`config.mk`:
```
export PLATFORM = sky130hd
export DESIGN_NAME = ex_issue_buf_flat
export DESIGN_NICKNAME = d
export VERILOG_FILES = /design/src/rtl/ex_issue_buf_pkg.sv /design/src/rtl/ex_issue_buf_if.sv /design/src/rtl/ex_issue_buf_fwd_entry.sv /design/src/rtl/ex_issue_buf.sv /design/src/flat_wrapper.sv
export SDC_FILE = /design/constraint.sdc
export NUM_CORES = 1
export LEC_CHECK = 0
export CAP_MARGIN = 30
export CORE_MARGIN = 8
export CORE_UTILIZATION = 30
export CTS_CLUSTER_DIAMETER = 30
export DETAILED_ROUTE_END_ITERATION = 16
export PLACE_DENSITY_LB_ADDON = 0.12
export REMOVE_ABC_BUFFERS = 1
export SLEW_MARGIN = 20
export SYNTH_ARGS = -nofsm -noshare
export SYNTH_HDL_FRONTEND = slang
export SYNTH_HIERARCHICAL = 1
export SYNTH_SLANG_ARGS = --single-unit
```
`constraint.sdc`:
```
create_clock -name clk_i -period 2.46 [get_ports clk_i]
set_input_delay 0.369 -clock clk_i [delete_from_list [all_inputs] [get_ports clk_i]]
set_output_delay 0.369 -clock clk_i [all_outputs]
set_load 0.05 [all_outputs]
```
`src/rtl/ex_issue_buf_pkg.sv`:
```
// Shared types for the decode-to-execute issue buffer: unit and occupancy
// encodings, the buffered entry layout and the writeback-hit test.
package ex_issue_buf_pkg;

    localparam int ISSUE_XLEN    = 32;
    localparam int ISSUE_REG_AW  = 5;
    localparam int ISSUE_FUNCT_W = 4;

    typedef enum logic [1:0] {
        UNIT_LOGIC = 2'd0,
        UNIT_ADD   = 2'd1,
        UNIT_SHIFT = 2'd2,
        UNIT_RSVD  = 2'd3
    } unit_e;

    typedef enum logic [1:0] {
        OCC_EMPTY = 2'd0,
        OCC_ONE   = 2'd1,
        OCC_FULL  = 2'd2
    } occ_e;

    typedef struct packed {
        logic                     valid;
        unit_e                    unit;
        logic [ISSUE_FUNCT_W-1:0] funct;
        logic [ISSUE_REG_AW-1:0]  rd;
        logic [ISSUE_REG_AW-1:0]  rs1;
        logic [ISSUE_REG_AW-1:0]  rs2;
        logic                     use_imm;
        logic [ISSUE_XLEN-1:0]    op1;
        logic [ISSUE_XLEN-1:0]    op2;
    } issue_entry_t;

    // x0 is hardwired zero, so a writeback addressed to it never refreshes an operand.
    function automatic logic fwd_hit(input logic                    wb_valid,
                                     input logic [ISSUE_REG_AW-1:0] wb_rd,
                                     input logic [ISSUE_REG_AW-1:0] rs);
        return wb_valid && (wb_rd != '0) && (wb_rd == rs);
    endfunction

endpackage

```
`src/rtl/ex_issue_buf_if.sv`:
```
// Decode, writeback-snoop and execute-side signals of the issue buffer.
// master = decode/execute environment, slave = the buffer itself.
interface ex_issue_buf_if #(
    parameter int XLEN    = ex_issue_buf_pkg::ISSUE_XLEN,
    parameter int REG_AW  = ex_issue_buf_pkg::ISSUE_REG_AW,
    parameter int FUNCT_W = ex_issue_buf_pkg::ISSUE_FUNCT_W
);
    logic               flush;
    logic               dec_valid;
    logic               dec_ready;
    logic [1:0]         dec_unit;
    logic [FUNCT_W-1:0] dec_funct;
    logic [REG_AW-1:0]  dec_rd;
    logic [REG_AW-1:0]  dec_rs1;
    logic [REG_AW-1:0]  dec_rs2;
    logic [XLEN-1:0]    dec_rs1_data;
    logic [XLEN-1:0]    dec_rs2_data;
    logic [XLEN-1:0]    dec_imm;
    logic               dec_use_imm;
    logic               wb_valid;
    logic [REG_AW-1:0]  wb_rd;
    logic [XLEN-1:0]    wb_data;
    logic               ex_valid;
    logic               ex_ready;
    logic [1:0]         ex_unit;
    logic [FUNCT_W-1:0] funct;
    logic [REG_AW-1:0]  rd;
    logic [XLEN-1:0]    op1;
    logic [XLEN-1:0]    op2;

    modport master (
        output flush, dec_valid, dec_unit, dec_funct, dec_rd, dec_rs1, dec_rs2,
               dec_rs1_data, dec_rs2_data, dec_imm, dec_use_imm,
               wb_valid, wb_rd, wb_data, ex_ready,
        input  dec_ready, ex_valid, ex_unit, funct, rd, op1, op2
    );

    modport slave (
        input  flush, dec_valid, dec_unit, dec_funct, dec_rd, dec_rs1, dec_rs2,
               dec_rs1_data, dec_rs2_data, dec_imm, dec_use_imm,
               wb_valid, wb_rd, wb_data, ex_ready,
        output dec_ready, ex_valid, ex_unit, funct, rd, op1, op2
    );

endinterface

```
`src/rtl/ex_issue_buf_fwd_entry.sv`:
```
// One issue-buffer slot. Captures a decoded op and keeps its register
// operands current by snooping the writeback bus while the op waits.
module ex_issue_buf_fwd_entry
    import ex_issue_buf_pkg::*;
(
    input  logic                     clk_i,
    input  logic                     rst_n_i,
    input  logic                     clr,
    input  logic                     load,
    input  logic                     unload,
    input  issue_entry_t             din,
    input  logic                     wb_valid,
    input  logic [ISSUE_REG_AW-1:0]  wb_rd,
    input  logic [ISSUE_XLEN-1:0]    wb_data,
    output logic                     valid,
    output unit_e                    unit,
    output logic [ISSUE_FUNCT_W-1:0] funct,
    output logic [ISSUE_REG_AW-1:0]  rd,
    output logic [ISSUE_XLEN-1:0]    op1,
    output logic [ISSUE_XLEN-1:0]    op2
);

    issue_entry_t q;
    issue_entry_t nxt;

    // Next contents: new op or held op, refreshed by a writeback hit; immediates are left alone.
    always_comb begin
        nxt = load ? din : q;
        if (fwd_hit(wb_valid, wb_rd, nxt.rs1)) begin
            nxt.op1 = wb_data;
        end
        if (!nxt.use_imm && fwd_hit(wb_valid, wb_rd, nxt.rs2)) begin
            nxt.op2 = wb_data;
        end
        if (load) begin
            nxt.valid = 1'b1;
        end else if (unload) begin
            nxt.valid = 1'b0;
        end
    end

    // Slot register: reset clears everything, flush only drops the valid bit.
    always_ff @(posedge clk_i) begin
        if (!rst_n_i) begin
            q <= '0;
        end else if (clr) begin
            q.valid <= 1'b0;
        end else begin
            q <= nxt;
        end
    end

    assign valid = q.valid;
    assign unit  = q.unit;
    assign funct = q.funct;
    assign rd    = q.rd;
    assign op1   = q.op1;
    assign op2   = q.op2;

endmodule

```
`src/rtl/ex_issue_buf.sv`:
```
// Two-entry skid buffer between decode and execute. Entries are ping-pong
// slots addressed by a head pointer; outputs come straight from the head slot
// and dec_ready is a register, so ex_ready never reaches decode combinationally.
module ex_issue_buf
    import ex_issue_buf_pkg::*;
#(
    parameter int XLEN    = ISSUE_XLEN,
    parameter int REG_AW  = ISSUE_REG_AW,
    parameter int FUNCT_W = ISSUE_FUNCT_W
)
(
    input  logic         clk_i,
    input  logic         rst_n_i,
    ex_issue_buf_if.slave ib
);

    occ_e               state_q;
    occ_e               state_d;
    logic               head_q;
    logic               ready_q;
    logic               push;
    logic               pop;
    logic               tail;
    logic [1:0]         load;
    logic [1:0]         unload;
    logic [XLEN-1:0]    op2_cap;
    issue_entry_t       cap;

    logic               e_valid [2];
    unit_e              e_unit  [2];
    logic [FUNCT_W-1:0] e_funct [2];
    logic [REG_AW-1:0]  e_rd    [2];
    logic [XLEN-1:0]    e_op1   [2];
    logic [XLEN-1:0]    e_op2   [2];

    assign push = ib.dec_valid & ready_q & ~ib.flush;
    assign pop  = ib.ex_valid & ib.ex_ready & ~ib.flush;

    assign op2_cap = ib.dec_use_imm ? ib.dec_imm : ib.dec_rs2_data;

    // Assemble the incoming op with its operand selection.
    always_comb begin
        cap         = '0;
        cap.valid   = 1'b1;
        cap.unit    = unit_e'(ib.dec_unit);
        cap.funct   = ib.dec_funct;
        cap.rd      = ib.dec_rd;
        cap.rs1     = ib.dec_rs1;
        cap.rs2     = ib.dec_rs2;
        cap.use_imm = ib.dec_use_imm;
        cap.op1     = ib.dec_rs1_data;
        cap.op2     = op2_cap;
    end

    for (genvar gi = 0; gi < 2; gi++) begin : g_entry
        ex_issue_buf_fwd_entry u_entry (
            .clk_i    (clk_i),
            .rst_n_i  (rst_n_i),
            .clr      (ib.flush),
            .load     (load[gi]),
            .unload   (unload[gi]),
            .din      (cap),
            .wb_valid (ib.wb_valid),
            .wb_rd    (ib.wb_rd),
            .wb_data  (ib.wb_data),
            .valid    (e_valid[gi]),
            .unit     (e_unit[gi]),
            .funct    (e_funct[gi]),
            .rd       (e_rd[gi]),
            .op1      (e_op1[gi]),
            .op2      (e_op2[gi])
        );
    end

    // Occupancy state, head pointer and registered ready; flush returns to empty.
    always_ff @(posedge clk_i) begin
        if (!rst_n_i || ib.flush) begin
            state_q <= OCC_EMPTY;
            head_q  <= 1'b0;
            ready_q <= 1'b1;
        end else begin
            state_q <= state_d;
            head_q  <= head_q ^ pop;
            ready_q <= (state_d != OCC_FULL);
        end
    end

    // Occupancy transitions from push/pop.
    always_comb begin
        state_d = state_q;
        case (state_q)
            OCC_EMPTY: if (push) state_d = OCC_ONE;
            OCC_ONE: begin
                if (push && !pop)      state_d = OCC_FULL;
                else if (pop && !push) state_d = OCC_EMPTY;
            end
            OCC_FULL:  if (pop) state_d = OCC_ONE;
            default:   state_d = OCC_EMPTY;
        endcase
    end

    // Slot enables: an empty buffer writes at head, otherwise at the other slot.
    always_comb begin
        tail         = (state_q == OCC_EMPTY) ? head_q : ~head_q;
        load         = '0;
        unload       = '0;
        load[tail]   = push;
        unload[head_q] = pop;
    end

    assign ib.dec_ready = ready_q;
    assign ib.ex_valid  = head_q ? e_valid[1] : e_valid[0];
    assign ib.ex_unit   = head_q ? e_unit[1]  : e_unit[0];
    assign ib.funct     = head_q ? e_funct[1] : e_funct[0];
    assign ib.rd        = head_q ? e_rd[1]    : e_rd[0];
    assign ib.op1       = head_q ? e_op1[1]   : e_op1[0];
    assign ib.op2       = head_q ? e_op2[1]   : e_op2[0];

endmodule

```
`src/flat_wrapper.sv`:
```
// flat-port wrapper written by rule: the top's interface ports become plain ports
module ex_issue_buf_flat import ex_issue_buf_pkg::*;
#(
    parameter int XLEN    = ISSUE_XLEN,
    parameter int REG_AW  = ISSUE_REG_AW,
    parameter int FUNCT_W = ISSUE_FUNCT_W
)
  (clk_i, rst_n_i, ib_flush, ib_dec_valid, ib_dec_unit, ib_dec_funct, ib_dec_rd, ib_dec_rs1, ib_dec_rs2, ib_dec_rs1_data, ib_dec_rs2_data, ib_dec_imm, ib_dec_use_imm, ib_wb_valid, ib_wb_rd, ib_wb_data, ib_ex_ready, ib_dec_ready, ib_ex_valid, ib_ex_unit, ib_funct, ib_rd, ib_op1, ib_op2);
  ex_issue_buf_if #(.XLEN(XLEN), .REG_AW(REG_AW), .FUNCT_W(FUNCT_W)) ib_i ();
  input  logic clk_i;
  input  logic rst_n_i;
  input wire logic [$bits(ib_i.flush)-1:0] ib_flush;
  input wire logic [$bits(ib_i.dec_valid)-1:0] ib_dec_valid;
  input wire logic [$bits(ib_i.dec_unit)-1:0] ib_dec_unit;
  input wire logic [$bits(ib_i.dec_funct)-1:0] ib_dec_funct;
  input wire logic [$bits(ib_i.dec_rd)-1:0] ib_dec_rd;
  input wire logic [$bits(ib_i.dec_rs1)-1:0] ib_dec_rs1;
  input wire logic [$bits(ib_i.dec_rs2)-1:0] ib_dec_rs2;
  input wire logic [$bits(ib_i.dec_rs1_data)-1:0] ib_dec_rs1_data;
  input wire logic [$bits(ib_i.dec_rs2_data)-1:0] ib_dec_rs2_data;
  input wire logic [$bits(ib_i.dec_imm)-1:0] ib_dec_imm;
  input wire logic [$bits(ib_i.dec_use_imm)-1:0] ib_dec_use_imm;
  input wire logic [$bits(ib_i.wb_valid)-1:0] ib_wb_valid;
  input wire logic [$bits(ib_i.wb_rd)-1:0] ib_wb_rd;
  input wire logic [$bits(ib_i.wb_data)-1:0] ib_wb_data;
  input wire logic [$bits(ib_i.ex_ready)-1:0] ib_ex_ready;
  output wire logic [$bits(ib_i.dec_ready)-1:0] ib_dec_ready;
  output wire logic [$bits(ib_i.ex_valid)-1:0] ib_ex_valid;
  output wire logic [$bits(ib_i.ex_unit)-1:0] ib_ex_unit;
  output wire logic [$bits(ib_i.funct)-1:0] ib_funct;
  output wire logic [$bits(ib_i.rd)-1:0] ib_rd;
  output wire logic [$bits(ib_i.op1)-1:0] ib_op1;
  output wire logic [$bits(ib_i.op2)-1:0] ib_op2;
  assign ib_i.flush = ib_flush;
  assign ib_i.dec_valid = ib_dec_valid;
  assign ib_i.dec_unit = ib_dec_unit;
  assign ib_i.dec_funct = ib_dec_funct;
  assign ib_i.dec_rd = ib_dec_rd;
  assign ib_i.dec_rs1 = ib_dec_rs1;
  assign ib_i.dec_rs2 = ib_dec_rs2;
  assign ib_i.dec_rs1_data = ib_dec_rs1_data;
  assign ib_i.dec_rs2_data = ib_dec_rs2_data;
  assign ib_i.dec_imm = ib_dec_imm;
  assign ib_i.dec_use_imm = ib_dec_use_imm;
  assign ib_i.wb_valid = ib_wb_valid;
  assign ib_i.wb_rd = ib_wb_rd;
  assign ib_i.wb_data = ib_wb_data;
  assign ib_i.ex_ready = ib_ex_ready;
  assign ib_dec_ready = ib_i.dec_ready;
  assign ib_ex_valid = ib_i.ex_valid;
  assign ib_ex_unit = ib_i.ex_unit;
  assign ib_funct = ib_i.funct;
  assign ib_rd = ib_i.rd;
  assign ib_op1 = ib_i.op1;
  assign ib_op2 = ib_i.op2;
  ex_issue_buf #(.XLEN(XLEN), .REG_AW(REG_AW), .FUNCT_W(FUNCT_W)) u_core (.clk_i(clk_i), .rst_n_i(rst_n_i), .ib(ib_i));
endmodule
```
# --- After elaboration in Yosys (flattened, before gate mapping) ---
# Cells that the tools add are included.
totals:
  reg_bits: 178
  output_inout_bits: 77
op_classes:
  n_reduce_logical: 32
  mux: 27
  n_bitwise: 10
  eq_ne: 7
  order_cmp: 4
ops:
  columns: ["op", "n"]
  rows:
  - ["two-way mux 32 bit", 7]
  - ["two-way mux 87 bit", 2]
  - ["equality test 5 bit", 4]
  - ["AND reduction 2 bit", 6]
  - ["nonzero test 2 bit", 6]
  - ["logical AND 1 bit", 11]
  - ["two-way mux 2 bit", 5]
  - ["two-way mux 1 bit", 8]
  - ["case mux 2 bit (3 select lines)", 1]
  - ["zero test 1 bit", 5]
  - ["two-way mux 5 bit", 1]
  - ["nonzero test 5 bit", 1]
  - ["bitwise AND 1 bit", 4]
  - ["bitwise AND 2 bit", 2]
  - ["< comparator 1 x 2 -> 1 bit (second input constant)", 2]
  - ["two-way mux 4 bit", 1]
  - ["NOT 1 bit", 3]
  - ["demux 1 bit (select 1 bit)", 2]
  - ["equality test 2 x 1 -> 1 bit (second input constant)", 1]
  - ["equality test 2 bit (second input constant)", 1]
  - [">= comparator 1 bit (second input constant)", 2]
  - ["zero test 2 bit", 1]
  - ["!= test 2 bit (second input constant)", 1]
  - ["OR reduction 2 bit", 1]
  - ["other kinds (2)", 2]

# --- Longest topological paths before layout ---
# Gate-level depths: netlist of the first run.
logic_depth:
  ltp_word: 13
  ltp_mapped: 13
  mapped_depth_nobuf: 8

# --- Hierarchy ---
# The synthesis of the first run kept the hierarchy.
by_module_without_submodules:
  columns: ["mod", "area_each_um2", "seq_area_each_um2", "n_inst", "cells_each"]
  rows:
  - ["ex_issue_buf_fwd_entry", 5161.2, 1741.7, 2, 599]
  - ["ex_issue_buf", 1559.0, 80.1, 1, 149]

# --- Worst setup path before layout of the first run ---
# No wires, ideal clock.
synth_timing:
  kind: "flip-flop to flip-flop"
  from: "reg u_core.ready_q, in the netlist u_core/ib.dec_ready"
  to: "reg u_core.g_entry[1].u_entry.q, in the netlist u_core/g_entry[1].u_entry/op1[10]"
  synth_period_minus_slack_ns: 2.601
  setup_slack_ns: -0.141
  arrival_time_ns: 2.515
  setup_time_ns: 0.086
  stages_incl_launch_ff: 11
  required_time_ns: 2.374
  path_cell_list: "dfxtp_1 > nand3b_4 > and2b_2 > buf_6 > mux2i_1 > xor2_1 > nand4_2 > or2_1 > buf_2 > buf_4 > a221oi_2"
synth_between:
  elab_chain_len: 8
  word_cells_on_any_way: 9
  classes_between: "1 x eq/ne; 2 x mux; 3 x bitwise; 3 x reduce/logical"
synth_lines:
  columns: ["item", "line_no", "source"]
  rows:
  - ["start: declaration", "ex_issue_buf.sv:20", "logic ready_q;"]
  - ["start signal: assignment", "ex_issue_buf.sv:84", "ready_q <= (state_d != OCC_FULL);"]
  - ["bitwise AND 1 bit * (2 in series)", "ex_issue_buf.sv:36", "assign push = ib.dec_valid & ready_q & ~ib.flush;"]
  - ["bitwise AND 2 bit (no line) *", null, null]
  - ["via u_core.load[1]", "ex_issue_buf.sv:24", "logic [1:0] load;"]
  - ["two-way mux 87 bit", "ex_issue_buf_fwd_entry.sv:28", "nxt = load ? din : q;"]
  - ["equality test 5 bit", "ex_issue_buf_pkg.sv:38", "return wb_valid && (wb_rd != '0) && (wb_rd == rs);"]
  - ["logical AND 1 bit", "ex_issue_buf_pkg.sv:38", null]
  - ["nonzero test 2 bit (no line)", null, null]
  - ["AND reduction 2 bit (no line)", null, null]
  - ["end signal: assignment", "ex_issue_buf_fwd_entry.sv:49", "q <= nxt;"]
  - ["end: declaration", "ex_issue_buf_fwd_entry.sv:23", "issue_entry_t q;"]
# The timed path passes the listed nets; every way through them passes the cells marked *. The select of a mux whose other input is x is not followed.
# A chain may end at the register's enable or synchronous reset.

# --- Final worst setup path of the first run ---
layout_timing:
  from: "reg u_core.head_q"
  to: "reg u_core.g_entry[0].u_entry.q, in the netlist u_core/g_entry[0].u_entry/op1[31]"
layout_between:
  elab_chain_len: 12
  word_cells_on_any_way: 14
  classes_between: "2 x order compare; 1 x eq/ne; 5 x mux; 2 x bitwise; 4 x reduce/logical"
layout_lines:
  columns: ["item", "line_no", "source"]
  rows:
  - ["start: declaration", "ex_issue_buf.sv:19", "logic head_q;"]
  - ["start signal: assignment", "ex_issue_buf.sv:83", "head_q <= head_q ^ pop;"]
  - ["NOT 1 bit", "ex_issue_buf.sv:104", "tail = (state_q == OCC_EMPTY) ? head_q : ~head_q;"]
  - ["two-way mux 1 bit *", "ex_issue_buf.sv:104", null]
  - ["< comparator 1 x 2 -> 1 bit (implied by the code) or >= comparator 1 bit (tied branches)", "ex_issue_buf.sv:107", "load[tail] = push;"]
  - ["logical AND 1 bit (implied by the code)", "ex_issue_buf.sv:107", null]
  - ["two-way mux 1 bit (implied by the code)", "ex_issue_buf.sv:107", null]
  - ["demux 1 bit (select 1 bit) *", null, null]
  - ["bitwise AND 2 bit (no line) *", null, null]
  - ["via u_core.load[0]", "ex_issue_buf.sv:24", null]
  - ["two-way mux 87 bit", "ex_issue_buf_fwd_entry.sv:28", null]
  - ["equality test 5 bit", "ex_issue_buf_pkg.sv:38", null]
  - ["logical AND 1 bit", "ex_issue_buf_pkg.sv:38", null]
  - ["nonzero test 2 bit (no line)", null, null]
  - ["AND reduction 2 bit (no line)", null, null]
  - ["end signal: assignment", "ex_issue_buf_fwd_entry.sv:49", null]
  - ["end: declaration", "ex_issue_buf_fwd_entry.sv:23", null]
# Marks and branches as above.

==> results of run 1 <==
## flip-flops by register name, indices dropped and copies added (netlist names), 2 cells and up
register and cells:
u_core/g_entry.u_entry/funct 8, u_core/g_entry.u_entry/op1 64, u_core/g_entry.u_entry/op2 64, u_core/g_entry.u_entry/q 22
u_core/g_entry.u_entry/rd 10, u_core/g_entry.u_entry/unit 4, u_core/g_entry.u_entry/valid 2, u_core/state_q 2
## layer usage
metal / vias to the layer above / wire length, um / track usage / share of wire
met3: 55 / 2850 / 0.0452 / 0.061
li1: 4977 / - / - / -
met4: 4 / 831 / 0.0540 / 0.018
met2: 375 / 21700 / 0.309 / 0.46
met5: - / 27 / 0 / 0.00058
met1: 5224 / 21400 / 0.247 / 0.46
## path summary, 6_finish.rpt
kind	end	cells past startpoint	slack, ps	startpoint
worst min register to register	u_core/g_entry[0].u_entry/funct[2]	2	450	u_core/g_entry[0].u_entry/funct[2]
worst max register to register	u_core/g_entry[0].u_entry/op1[31]	11	-130	u_core/head_q
worst min-delay path	u_core/g_entry[0].u_entry/op2[29]	2	300	rst_n_i
worst max-delay path	u_core/g_entry[0].u_entry/op1[31]	11	-130	u_core/head_q
## final cells by class
cell class                 count  area (um^2)
antenna                        1         2.50
clock buffer                  23          489
clock inverter                 7          123
fill                        3917        23700
inverter                      76          285
multi-input combinational    817         6800
sequential                   178         3570
tap                          525          657
timing repair buffer         357         3710
## per-stage QoR
stage / area [um^2] / instances / TNS [ps] / util / power, mW
after global routing: 15600 / 1983 / -16860 / 0.397 / 8.22
after CTS: 15100 / 1971 / -3400 / 0.385 / 7.93
after global placement: 14100 / 1936 / -70910 / 0.359 / 4.85
after floorplan: 10100 / 1071 / -654670 / - / 3.95
final: 15600 / 1984 / -3910 / 0.397 / 7.93
after detailed placement: 14100 / 1936 / -76000 / 0.359 / 4.86
## report_power, final
group	internal [mW]	switching [mW]
Clock	1.71	1.26
Sequential	2.97	0.0551
Combinational	0.844	1.09
## worst max-delay path, cell delays in order, from the launching register on
cell,delay (ps)
dfxtp_4,380
xnor2_2,150
buf_4,140
nor2_4,90
buf_12,140
buf_4,110
mux2i_1,200
xor2_1,250
nand4_4,150
o31a_4,410
buf_12,190
a221oi_4,280
## timing repair
| item | in CTS | in global routing |
|---|---|---|
| setup buffers | 0 | 4 |
| cloned | 5 | 8 |
| gates resized for setup | 44 | 52 |
| setup endpoints to repair | 165 | 147 |
| pin swaps | 10 | 35 |
## cells in the final DEF (no fill, tap or decap), types with 6 or more instances in the layout
master / n
o2111a_1: 10
inv_1: 70
buf_12: 28
o32ai_4: 6
mux2i_1: 17
mux2_2: 105
o21ai_0: 13
o31ai_1: 38
o41ai_1: 24
nand2b_1: 13
nor4_1: 41
nor4_2: 9
nor2_1: 92
clkdlybuf4s50_1: 157
a211oi_2: 24
a21oi_1: 46
or2_2: 38
o22ai_1: 62
dfxtp_1: 175
nand2_1: 90
o32ai_1: 9
o32ai_2: 13
o21a_1: 24
clkbuf_16: 23
xor2_1: 15
buf_4: 148
a221oi_2: 62
buf_6: 7
a211oi_1: 9
==> flow_summary.ini, run 1 <==
[run_status]
outcome = finished, violations left
violations = setup timing

[die]
placementRows = 73
ioPinCount = 238
fp.dieW_um = 215
die_h_um = 215
die_area_mm2 = 0.0462
coreArea_mm2 = 0.0394
start_util = 0.302

[sta]
tightestPinTransition_ps = 804
relSlewSlack = 0.464
layout_setup_ws_ps = -127
period_needed_ps = 2590
drv_slew = 0
finalCritPeriodShare = 1.05
rsz0062_at_grt = true
fmax_ghz = 0.387
skew_ps = 11.2
setup_viol = 60
finalHoldViolations = 0
hold_ws_ps = 304

[place]
io_buffers = 237
dp_slack_ps = -612
gp_congestion = 0.777
dp_hpwl_um = 30600

[detailed_routing]
ant_nets = 0
wl_um = 46800
drc = 0
firstDrtPassIters = 5
viasPerCell = 5.36
vias = 10600
wire_per_inst_um = 23.6
drt-initial-drc-count = 634

[clock_tree]
hold_buffers = 0
cts_buffers = 17
clk_latency_ps = 450
clk_pin_slew_ps = 70
cts_tree = done
clk_path_buf_depth = 2
cts-root-buf = clkbuf_16
h-tree-depth = 4
clock-sinks = 178

[synth]
syn-cell-area_mm2 = 0.0119
yosysWarnings = 6
avgSynthCellArea_um2 = 8.82
syn_inst = 1346

[power]
p_per_area_mw_per_mm2 = 507
leakagePower_nw = 5.38
vdd_ir_drop_max_mv = 0.517

[grt]
grt_overflow = 0
grt_max_degree = 51
antenna_found_initial = 3
grt_pass1_vias = 10800
grtUsageTotal = 0.190
grt_pass1_wl_um = 68500

[worst_setup_path]
worstPathRequired_ps = 2820
critPathMaxFanout = 8
cp-end-kind = flip-flop
critPathArrivalTime_ps = 2950
start_kind = flip-flop
path_class = flip-flop to flip-flop

[final_layout]
nets = 1610
syn_to_final_growth_pct = 31.6
drive_gt1_frac = 0.360

[job]
max-cap-violations = 0

[worst_hold_path]
hold_path_class = primary input to flip-flop
Power figures use the tool's default switching activity.
==> inputs of run 2 (changes only) <==
--- a/config.mk
+++ b/config.mk
@@ -5,7 +5,6 @@
 export SDC_FILE = /design/constraint.sdc
 export NUM_CORES = 1
 export LEC_CHECK = 0
-export CAP_MARGIN = 30
 export CORE_MARGIN = 8
 export CORE_UTILIZATION = 30
 export CTS_CLUSTER_DIAMETER = 30
==> results of run 2 <==
No change in the layout: final DEF, timing and power equal those of run 1.
